--- src/rtl/iir_mc.sv ---
// iir_mc: time-multiplexed multi-channel IIR filter.
//   y[n] = sum_k (+/-) x[n-k] (k = 0..3) + fb_en[0]*(y1 >>> a1_sh) + fb_en[1]*(y2 >>> a2_sh)
// One shared datapath; each accepted sample selects its channel's private history
// (x1, x2, x3, y1, y2), which is read and updated in the same cycle. Latency is one cycle.
//
// Ports:
//   i_clk              clock, rising edge
//   i_rst              synchronous active-high reset
//   i_valid            sample present this cycle
//   i_ch               channel index of the sample
//   i_data             signed sample x[n]
//   i_clr              clear history of channel i_ch (with or without i_valid)
//   i_b_neg            bit k set: subtract x[n-k] instead of adding
//   i_a1_sh, i_a2_sh   arithmetic right shift applied to y[n-1], y[n-2]
//   i_fb_en            bit0 enables the y[n-1] term, bit1 the y[n-2] term
//   o_valid            result valid
//   o_ch               channel of the result
//   o_data             signed result y[n]; o_data/o_ch hold while o_valid is low
module iir_mc #(
    parameter int unsigned NB_DATA = 8,
    parameter int unsigned N_CH    = 4,
    parameter int unsigned NB_CH   = (N_CH > 1) ? $clog2(N_CH) : 1,
    parameter int unsigned NB_SH   = 3,
    parameter bit          SAT     = 1'b1
) (
    input  logic               i_clk,
    input  logic               i_rst,
    input  logic               i_valid,
    input  logic [NB_CH-1:0]   i_ch,
    input  logic [NB_DATA-1:0] i_data,
    input  logic               i_clr,
    input  logic [3:0]         i_b_neg,
    input  logic [NB_SH-1:0]   i_a1_sh,
    input  logic [NB_SH-1:0]   i_a2_sh,
    input  logic [1:0]         i_fb_en,
    output logic               o_valid,
    output logic [NB_CH-1:0]   o_ch,
    output logic [NB_DATA-1:0] o_data
);

    // Six operands of at most 2^(NB_DATA-1) magnitude fit in NB_DATA+3 bits.
    localparam int unsigned ACC_W = NB_DATA + 3;
    localparam int unsigned EXT_W = ACC_W - NB_DATA;

    localparam logic [NB_CH:0] N_CH_W = (NB_CH + 1)'(N_CH);

    localparam logic signed [ACC_W-1:0] SAT_MAX =
        {{(EXT_W + 1){1'b0}}, {(NB_DATA - 1){1'b1}}};
    localparam logic signed [ACC_W-1:0] SAT_MIN =
        {{(EXT_W + 1){1'b1}}, {(NB_DATA - 1){1'b0}}};

    // Per-channel history
    logic signed [NB_DATA-1:0] x1_q [N_CH];
    logic signed [NB_DATA-1:0] x2_q [N_CH];
    logic signed [NB_DATA-1:0] x3_q [N_CH];
    logic signed [NB_DATA-1:0] y1_q [N_CH];
    logic signed [NB_DATA-1:0] y2_q [N_CH];

    logic                      ch_ok;
    logic                      accept;
    logic [NB_CH-1:0]          ch_idx;
    logic signed [NB_DATA-1:0] x1_h, x2_h, x3_h, y1_h, y2_h;
    logic signed [NB_DATA-1:0] y1_sh, y2_sh;
    logic signed [ACC_W-1:0]   xs [4];
    logic signed [ACC_W-1:0]   acc;
    logic [NB_DATA-1:0]        res;

    assign ch_ok  = ({1'b0, i_ch} < N_CH_W);
    assign accept = i_valid && ch_ok;
    // Keep the array read index in range even when the sample is being dropped.
    assign ch_idx = ch_ok ? i_ch : '0;

    // Selected channel history, forced to zero when it is being cleared this cycle.
    always_comb begin
        x1_h = '0;
        x2_h = '0;
        x3_h = '0;
        y1_h = '0;
        y2_h = '0;
        if (!i_clr) begin
            x1_h = x1_q[ch_idx];
            x2_h = x2_q[ch_idx];
            x3_h = x3_q[ch_idx];
            y1_h = y1_q[ch_idx];
            y2_h = y2_q[ch_idx];
        end
    end

    assign y1_sh = y1_h >>> i_a1_sh;
    assign y2_sh = y2_h >>> i_a2_sh;

    always_comb begin
        xs[0] = {{EXT_W{i_data[NB_DATA-1]}}, i_data};
        xs[1] = {{EXT_W{x1_h[NB_DATA-1]}}, x1_h};
        xs[2] = {{EXT_W{x2_h[NB_DATA-1]}}, x2_h};
        xs[3] = {{EXT_W{x3_h[NB_DATA-1]}}, x3_h};
        acc   = '0;
        for (int k = 0; k < 4; k++) begin
            acc = i_b_neg[k] ? (acc - xs[k]) : (acc + xs[k]);
        end
        if (i_fb_en[0]) acc = acc + {{EXT_W{y1_sh[NB_DATA-1]}}, y1_sh};
        if (i_fb_en[1]) acc = acc + {{EXT_W{y2_sh[NB_DATA-1]}}, y2_sh};
    end

    always_comb begin
        res = acc[NB_DATA-1:0];
        if (SAT) begin
            if (acc > SAT_MAX) begin
                res = SAT_MAX[NB_DATA-1:0];
            end else if (acc < SAT_MIN) begin
                res = SAT_MIN[NB_DATA-1:0];
            end
        end
    end

    always_ff @(posedge i_clk) begin
        if (i_rst) begin
            o_valid <= 1'b0;
            o_ch    <= '0;
            o_data  <= '0;
            for (int c = 0; c < N_CH; c++) begin
                x1_q[c] <= '0;
                x2_q[c] <= '0;
                x3_q[c] <= '0;
                y1_q[c] <= '0;
                y2_q[c] <= '0;
            end
        end else begin
            o_valid <= accept;
            if (accept) begin
                o_ch   <= i_ch;
                o_data <= res;
            end
            for (int c = 0; c < N_CH; c++) begin
                if (ch_ok && (i_ch == NB_CH'(c))) begin
                    if (i_valid) begin
                        // Shift from the (possibly cleared) view used for this result.
                        x3_q[c] <= x2_h;
                        x2_q[c] <= x1_h;
                        x1_q[c] <= i_data;
                        y2_q[c] <= y1_h;
                        y1_q[c] <= res;
                    end else if (i_clr) begin
                        x1_q[c] <= '0;
                        x2_q[c] <= '0;
                        x3_q[c] <= '0;
                        y1_q[c] <= '0;
                        y2_q[c] <= '0;
                    end
                end
            end
        end
    end

endmodule
--- config.mk ---
export PLATFORM = sky130hd
export DESIGN_NAME = iir_mc
export DESIGN_NICKNAME = d
export VERILOG_FILES = /design/src/rtl/iir_mc.sv
export SDC_FILE = /design/constraint.sdc
export NUM_CORES = 1
export LEC_CHECK = 0
export BUFFER_PORTS_ARGS = -buffer_cell sky130_fd_sc_hd__buf_2
export CAP_MARGIN = 40
export CORE_MARGIN = 4
export CORE_UTILIZATION = 45
export DETAILED_ROUTE_END_ITERATION = 10
export MAX_ROUTING_LAYER = met4
export PLACE_DENSITY = 0.66
export SLEW_MARGIN = 10
export SYNTH_ARGS = -nofsm -noshare
export SYNTH_HDL_FRONTEND = slang
export SYNTH_SLANG_ARGS = --single-unit
--- constraint.sdc ---
create_clock -name i_clk -period 17.2 [get_ports i_clk]
set_input_delay 0 -clock i_clk [delete_from_list [all_inputs] [get_ports i_clk]]
set_output_delay 0 -clock i_clk [all_outputs]
set_load 0.05 [all_outputs]
==> results of run 1 <==
flip-flops by register name, summed over array words and instances, names as in the netlist:
name	count
x3_q	32
y2_q	32
o_data	8
y1_q	32
o_ch	2
x1_q	32
x2_q	32
o_valid	1
layout make-up:
class / instances / area [um^2] / area share [%]
Multi-Input combinational cell: 729 / 5370 / 45.4
Inverter: 22 / 82.6 / 0.697
Tap cell: 319 / 399 / 3.37
Timing Repair Buffer: 57 / 363 / 3.06
Clock inverter: 15 / 178 / 1.50
Sequential cell: 171 / 5020 / 42.4
Clock buffer: 17 / 425 / 3.59
cells by family (layout without fill, tap and decap cells):
family          Yosys count  in the layout  share of synthesized area [%]
simple gates            361            361                           14.9
compound gates          175            175                           10.7
flops                   171            171                           47.2
buf+inv                  73            111                           2.82
mux                      68             68                           11.5
xor+xnor                 67             67                           5.82
fa+ha+maj                58             58                           7.17
per-stage QoR:
stage / utilization (%) / cells / instance area, um^2 / hold slack, ps
after floorplan: - / 973 / 10600 / 198
after global placement: 47.6 / 1289 / 11200 / 344
after detailed placement: 47.7 / 1291 / 11200 / 341
after CTS: 50.6 / 1330 / 11800 / 15.7
after global routing: 50.6 / 1330 / 11800 / 47.2
final: 50.6 / 1330 / 11800 / 33.9
metal layers:
metal  GRT usage (%)  vias to the layer above  wire length (um)
met5               -                        -                 0
met4            4.42                        0               243
met3            3.07                       22              1540
met2            33.0                      235             12300
met1            27.5                     3698             11300
li1                -                     3594                 -
cell usage in the layout, fill, tap and decap left out, types with 17 or more instances in the layout:
cell / count
and2_1: 30
o21ai_0: 38
mux4_2: 42
xnor2_1: 32
clkbuf_16: 17
xor2_1: 33
inv_1: 21
nor2_1: 196
a21oi_1: 48
nand2_1: 66
ha_1: 53
nor3_1: 17
nand2b_1: 20
buf_2: 36
edfxtp_1: 160
how the worst max path moves through the flow:
stage	to	slack, ps	depth (start not counted)
floorplan	y1_q[3][4]	9180	38
global route	y1_q[3][0]	8080	36
CTS	y1_q[0][0]	8780	35
detailed placement	y1_q[0][0]	8350	35
finish	y1_q[0][0]	8790	35
global placement	y1_q[3][2]	8510	35
worst max-delay path, delay by kind of cell:
family / cells / cell delay (ps)
AO/OA/AOI/OAI: 13 / 2900
adder cells (fa/ha/maj): 6 / 1990
AND/OR/NAND/NOR: 7 / 1240
XOR/XNOR: 6 / 1090
buffers and inverters: 2 / 900
multiplexers: 1 / 560
timing repair:
item                                   in CTS  in global routing
setup buffers                               0                  0
hold buffers                                7                  0
endpoints found under the hold margin      33                  0
==> impl_metrics.py, run 1 <==
metrics = {
    "routing": {
        "num_vias": 7549,
        "routed_wl_um": 25300,
        "viasPerCell": 5.68,
        "drc": 0,
        "final_antenna_net_count": 0,
        "wl_per_cell_um": 19.1,
        "drt_pass1_iterations": 5,
        "drtIter0Drc": 686,
    },
    "logic_synthesis": {
        "synth_cell_types": 61,
        "yosys.area.top_type_share_pct": 45.1,
        "synthFlopType": "edfxtp_1",
        "synthesis.nets": 1057,
        "syn_inst": 973,
        "synthMostInstantiatedCell": "nor2_1",
        "syn_avg_cell_area_um2": 10.9,
        "synth_warnings": 0,
        "async_flop_share_pct": 0,
        "synth_common_cells": "nor2_1 (196), edfxtp_1 (160), nand2_1 (66)",
        "yosys.area.top_type": "edfxtp_1",
        "synth-edff-count": 160,
        "ys_seq_area_share_pct": 47.2,
        "ys_seq_elements": 171,
        "netlist_top_cells_area": "edfxtp_1 (45%), mux4_2 (8.9%), nor2_1 (6.9%), ha_1 (6.2%), xor2_1 (2.7%)",
        "syn_area_um2": 10600,
    },
    "setup_path": {
        "crit_top_cell": "ha_1",
        "cp_slowest_stage_delay_ps": 560,
        "rr_worst_depth": 33,
        "crit_start": "i_ch[0]",
        "required_ps": 17490,
        "worstSetupStartpointType": "input port",
        "r2r-end": "y1_q[0][0]",
        "crit_path_top_delay_cell": "mux4_2",
        "crit_path_end_kind": "register",
        "cp_data_arrival_time_ps": 8700,
        "r2r_start": "x1_q[2][0]",
        "crit_type": "input port to register",
        "r2r_setup_slack_ps": 9020,
        "timing.critical_path.fanout_max": 29,
    },
    "global_routing": {
        "grt_pass1_wl_um": 40400,
        "track_usage_pct": 20.3,
        "antenna_found_initial": 0,
        "grt_max_degree": 50,
        "grt_pass1_vias": 7527,
        "grt_overflow": 0,
    },
    "clocking": {
        "numClockSinks": 171,
        "clock_latency_ps": 440,
        "cts.path.max_buffers": 2,
        "tritoncts": "yes",
        "cts_buffers": 17,
        "cts.htree.levels": 4,
        "cts_resized": 0,
        "clk_pin_slew_ps": 70,
        "cts_root_buffer": "clkbuf_16",
    },
    "sta": {
        "setup_viol": 0,
        "period_share_pct": 48.9,
        "maxSlewHeadroom_pct": 47.1,
        "finalClockSkew_ps": 14.0,
        "worstMarginPinSlew_ps": 791,
        "finalSetupTns_ps": 0,
        "period_needed_ps": 8410,
        "max_freq_mhz": 119,
        "rsz0062_at_grt": "no",
        "slew_violations": 0,
        "timing_hold_violations_final": 0,
        "worst_slack_ps": 8790,
    },
    "final_layout": {
        "drive_above_1_share_pct": 14.9,
        "nNetsFinal": 1082,
        "fillers": 2066,
        "area_growth_pct": 11.2,
        "n_antenna_cell": 0,
    },
    "worst_hold_path": {
        "hold_start": "i_valid",
        "min_path_type": "input port to register",
        "min_to": "o_data[1]",
        "hold_depth": 3,
    },
    "floorplanning": {
        "fp.coreArea_um2": 23400,
        "start_util_pct": 45.5,
        "rows": 56,
        "die-area_um2": 26200,
        "io_pins": 37,
        "die-height_um": 162,
        "die_x_um": 162,
    },
    "run": {
        "drv_cap": 0,
    },
    "run_status": {
        "status": "finished clean",
    },
    "placed_design": {
        "gp_congestion": 0.828,
        "dp_slack_ps": 8350,
        "io_buffers": 36,
        "hpwl_um": 18100,
    },
}
Power of run 1 is left out: the tool's default activity adds up to more than one toggle a clock period on the data nets, which glitch-free logic cannot reach.
==> inputs of run 2 (changes only) <==
--- a/config.mk
+++ b/config.mk
@@ -5,13 +5,14 @@
 export SDC_FILE = /design/constraint.sdc
 export NUM_CORES = 1
 export LEC_CHECK = 0
+export ABC_AREA = 1
 export BUFFER_PORTS_ARGS = -buffer_cell sky130_fd_sc_hd__buf_2
 export CAP_MARGIN = 40
 export CORE_MARGIN = 4
 export CORE_UTILIZATION = 45
 export DETAILED_ROUTE_END_ITERATION = 10
 export MAX_ROUTING_LAYER = met4
-export PLACE_DENSITY = 0.66
+export PLACE_DENSITY = 0.68
 export SLEW_MARGIN = 10
 export SYNTH_ARGS = -nofsm -noshare
 export SYNTH_HDL_FRONTEND = slang
==> constraint.sdc (replaced) <==
create_clock -name i_clk -period 7.7 [get_ports i_clk]
set_input_delay 0 -clock i_clk [delete_from_list [all_inputs] [get_ports i_clk]]
set_output_delay 0 -clock i_clk [all_outputs]
set_load 0.05 [all_outputs]
==> run 2 against run 1 <==
Net effect: area after synthesis rose by 3.4%; design area rose by 4.4%; clock skew fell by 2.8 ps; critical path type is now register to register; setup slack got worse by 8100 ps; hold slack got worse by 25 ps; register-to-register slack got worse by 8300 ps.
==> impl_metrics.py, run 2 <==
metrics = {
    "logic_synthesis": {
        "yosys.area.top_type_share_pct": 43.6,
        "syn_area_um2": 11000,
        "ys_seq_elements": 171,
        "synth_common_cells": "nand2_1 (351), nor2_1 (210), edfxtp_1 (160)",
        "async_flop_share_pct": 0,
        "synth-edff-count": 160,
        "synth_cell_types": 45,
        "synthMostInstantiatedCell": "nand2_1",
        "synthesis.nets": 1438,
        "synth_warnings": 0,
        "synthFlopType": "edfxtp_1",
        "netlist_top_cells_area": "edfxtp_1 (44%), nand2_1 (12%), nor2_1 (7.2%), ha_1 (6.0%), inv_1 (4.6%)",
        "ys_seq_area_share_pct": 45.6,
        "syn_inst": 1354,
        "yosys.area.top_type": "edfxtp_1",
        "syn_avg_cell_area_um2": 8.14,
    },
    "global_routing": {
        "antenna_found_initial": 1,
        "grt_pass1_vias": 8530,
        "grt_overflow": 0,
        "track_usage_pct": 21.1,
        "grt_pass1_wl_um": 43500,
        "grt_max_degree": 41,
    },
    "final_layout": {
        "final_cell_mix": "nand2_1 (346), nor2_1 (209), edfxtp_1 (160), inv_1 (131), a21oi_1 (83)",
        "finish.utilization_pct": 52.0,
        "drive_above_1_share_pct": 11.0,
        "layout_commonest_cell": "nand2_1",
        "nNetsFinal": 1476,
        "area_growth_pct": 12.2,
    },
    "clocking": {
        "clk_pin_slew_ps": 70,
        "tritoncts": "yes",
        "cts.htree.levels": 4,
        "numClockSinks": 171,
        "cts_buffers": 17,
        "clock_latency_ps": 430,
        "cts_root_buffer": "clkbuf_16",
        "cts.path.max_buffers": 2,
    },
    "sta": {
        "finalSetupTns_ps": 0,
        "finalClockSkew_ps": 11.2,
        "worstMarginPinSlew_ps": 934,
        "slew_violations": 0,
        "period_share_pct": 91.1,
        "period_needed_ps": 7010,
        "maxSlewHeadroom_pct": 37.6,
        "timing_hold_violations_final": 0,
        "max_freq_mhz": 143,
        "setup_viol": 0,
    },
    "worst_hold_path": {
        "min_path_type": "input port to register",
    },
    "floorplanning": {
        "fp.coreArea_um2": 23800,
        "rows": 56,
        "die-height_um": 164,
        "die-area_um2": 27000,
        "start_util_pct": 46.4,
        "io_pins": 37,
        "die_x_um": 164,
    },
    "setup_path": {
        "cp_slowest_stage_delay_ps": 380,
        "cp_top_family": "simple AND/OR/NAND/NOR gates",
        "r2r_setup_slack_ps": 690,
        "crit_top_cell": "nand2_1",
        "timing.critical_path.fanout_max": 7,
        "r2r_start": "x1_q[0][1]",
        "worstSetupStartpointType": "register",
        "crit_buf_inv": 6,
        "required_ps": 7850,
        "cp.depth": 51,
        "crit_start": "x1_q[0][1]",
        "cp-endpoint": "y1_q[2][3]",
        "rr_worst_depth": 51,
        "r2r-end": "y1_q[2][3]",
        "crit_type": "register to register",
        "cp_data_arrival_time_ps": 7160,
        "crit_path_top_delay_cell": "edfxtp_1",
        "crit_path_end_kind": "register",
    },
    "routing": {
        "final_antenna_net_count": 0,
        "routed_wl_um": 28100,
        "drtIter0Drc": 694,
        "wl_per_cell_um": 16.3,
        "num_vias": 9251,
        "drt_pass1_iterations": 5,
        "viasPerCell": 5.36,
        "drc": 0,
    },
    "placed_design": {
        "io_buffers": 36,
        "hpwl_um": 18800,
        "gp_congestion": 0.885,
    },
    "run": {
        "drv_cap": 0,
    },
    "run_status": {
        "status": "finished clean",
    },
}
[run 2: changes by cell type after synthesis, sizes merged, moves of 30 or more]
cell | previous run | this run
a21oi | 48 | 85
a22oi | 0 | 30
inv | 21 | 139
mux4 | 42 | 0
nand2 | 66 | 368
nand3 | 6 | 54
[run 2: cell type report]
| cell class | instances | area [um^2] |
|---|---|---|
| fillers | 2200 | 11400 |
| multi-input cells | 993 | 5400 |
| flip-flops and latches | 171 | 5020 |
| inverters | 141 | 532 |
| repair buffers | 68 | 463 |
| clock buffers | 18 | 429 |
| well taps | 319 | 399 |
| clock inverters | 14 | 109 |
| diodes | 1 | 2.50 |
[run 2: timing repair]
item,CTS,global route
endpoints found under the setup margin,0,40
endpoints found under the hold margin,19,0
gates resized for setup,0,31
setup buffers,0,6
hold buffers,4,0
[run 2: metal layers]
metal / track usage, % / wire length, um / up-vias
met3: 2.42 / 1900 / 27
li1: - / - / 4580
met2: 33.0 / 13100 / 311
met1: 29.5 / 12800 / 4333
met5: - / 0 / -
met4: 6.01 / 361 / 0
[run 2: cells by family (layout without fill, tap and decap cells)]
family	Yosys count	after routing	share of synthesized area, %
AO/OA/AOI/OAI	220	220	11.5
XOR/XNOR	50	50	3.98
adder cells (fa/ha/maj)	58	58	6.93
buffers and inverters	192	241	7.27
flip-flops	171	171	45.6
multiplexers	2	2	0.182
other	0	1	0
AND/OR/NAND/NOR	661	663	24.5
[run 2: how the worst min path moves through the flow]
stage,start,to,slack [ps],cells past startpoint
after floorplan,i_valid,o_valid,120,2
after global placement,i_rst,o_valid,370,2
after detailed placement,i_rst,o_valid,370,2
after CTS,i_data[7],x1_q[2][7],1,3
after global routing,i_valid,o_ch[1],40,2
final,i_data[7],x1_q[2][7],9,3
[run 2: worst min-delay path: cells and delay by family]
family / cells / cell delay [ps]
AND/OR/NAND/NOR: 1 / 120
buffers and inverters: 2 / 190
[run 2: metrics by stage]
step / instance area [um^2] / worst slack [ps] / hold slack (ps) / std cells
6_report: 12400 / 689 / 9.10 / 1725
4_1_cts: 12100 / 224 / 1.15 / 1716
2_1_floorplan: 11000 / 769 / 118 / 1354
3_3_place_gp: 11500 / 170 / 370 / 1678
5_1_grt: 12400 / -118 / 36.7 / 1725
3_5_place_dp: 11600 / 37.2 / 372 / 1680
Power of run 2 is left out for the same reason.
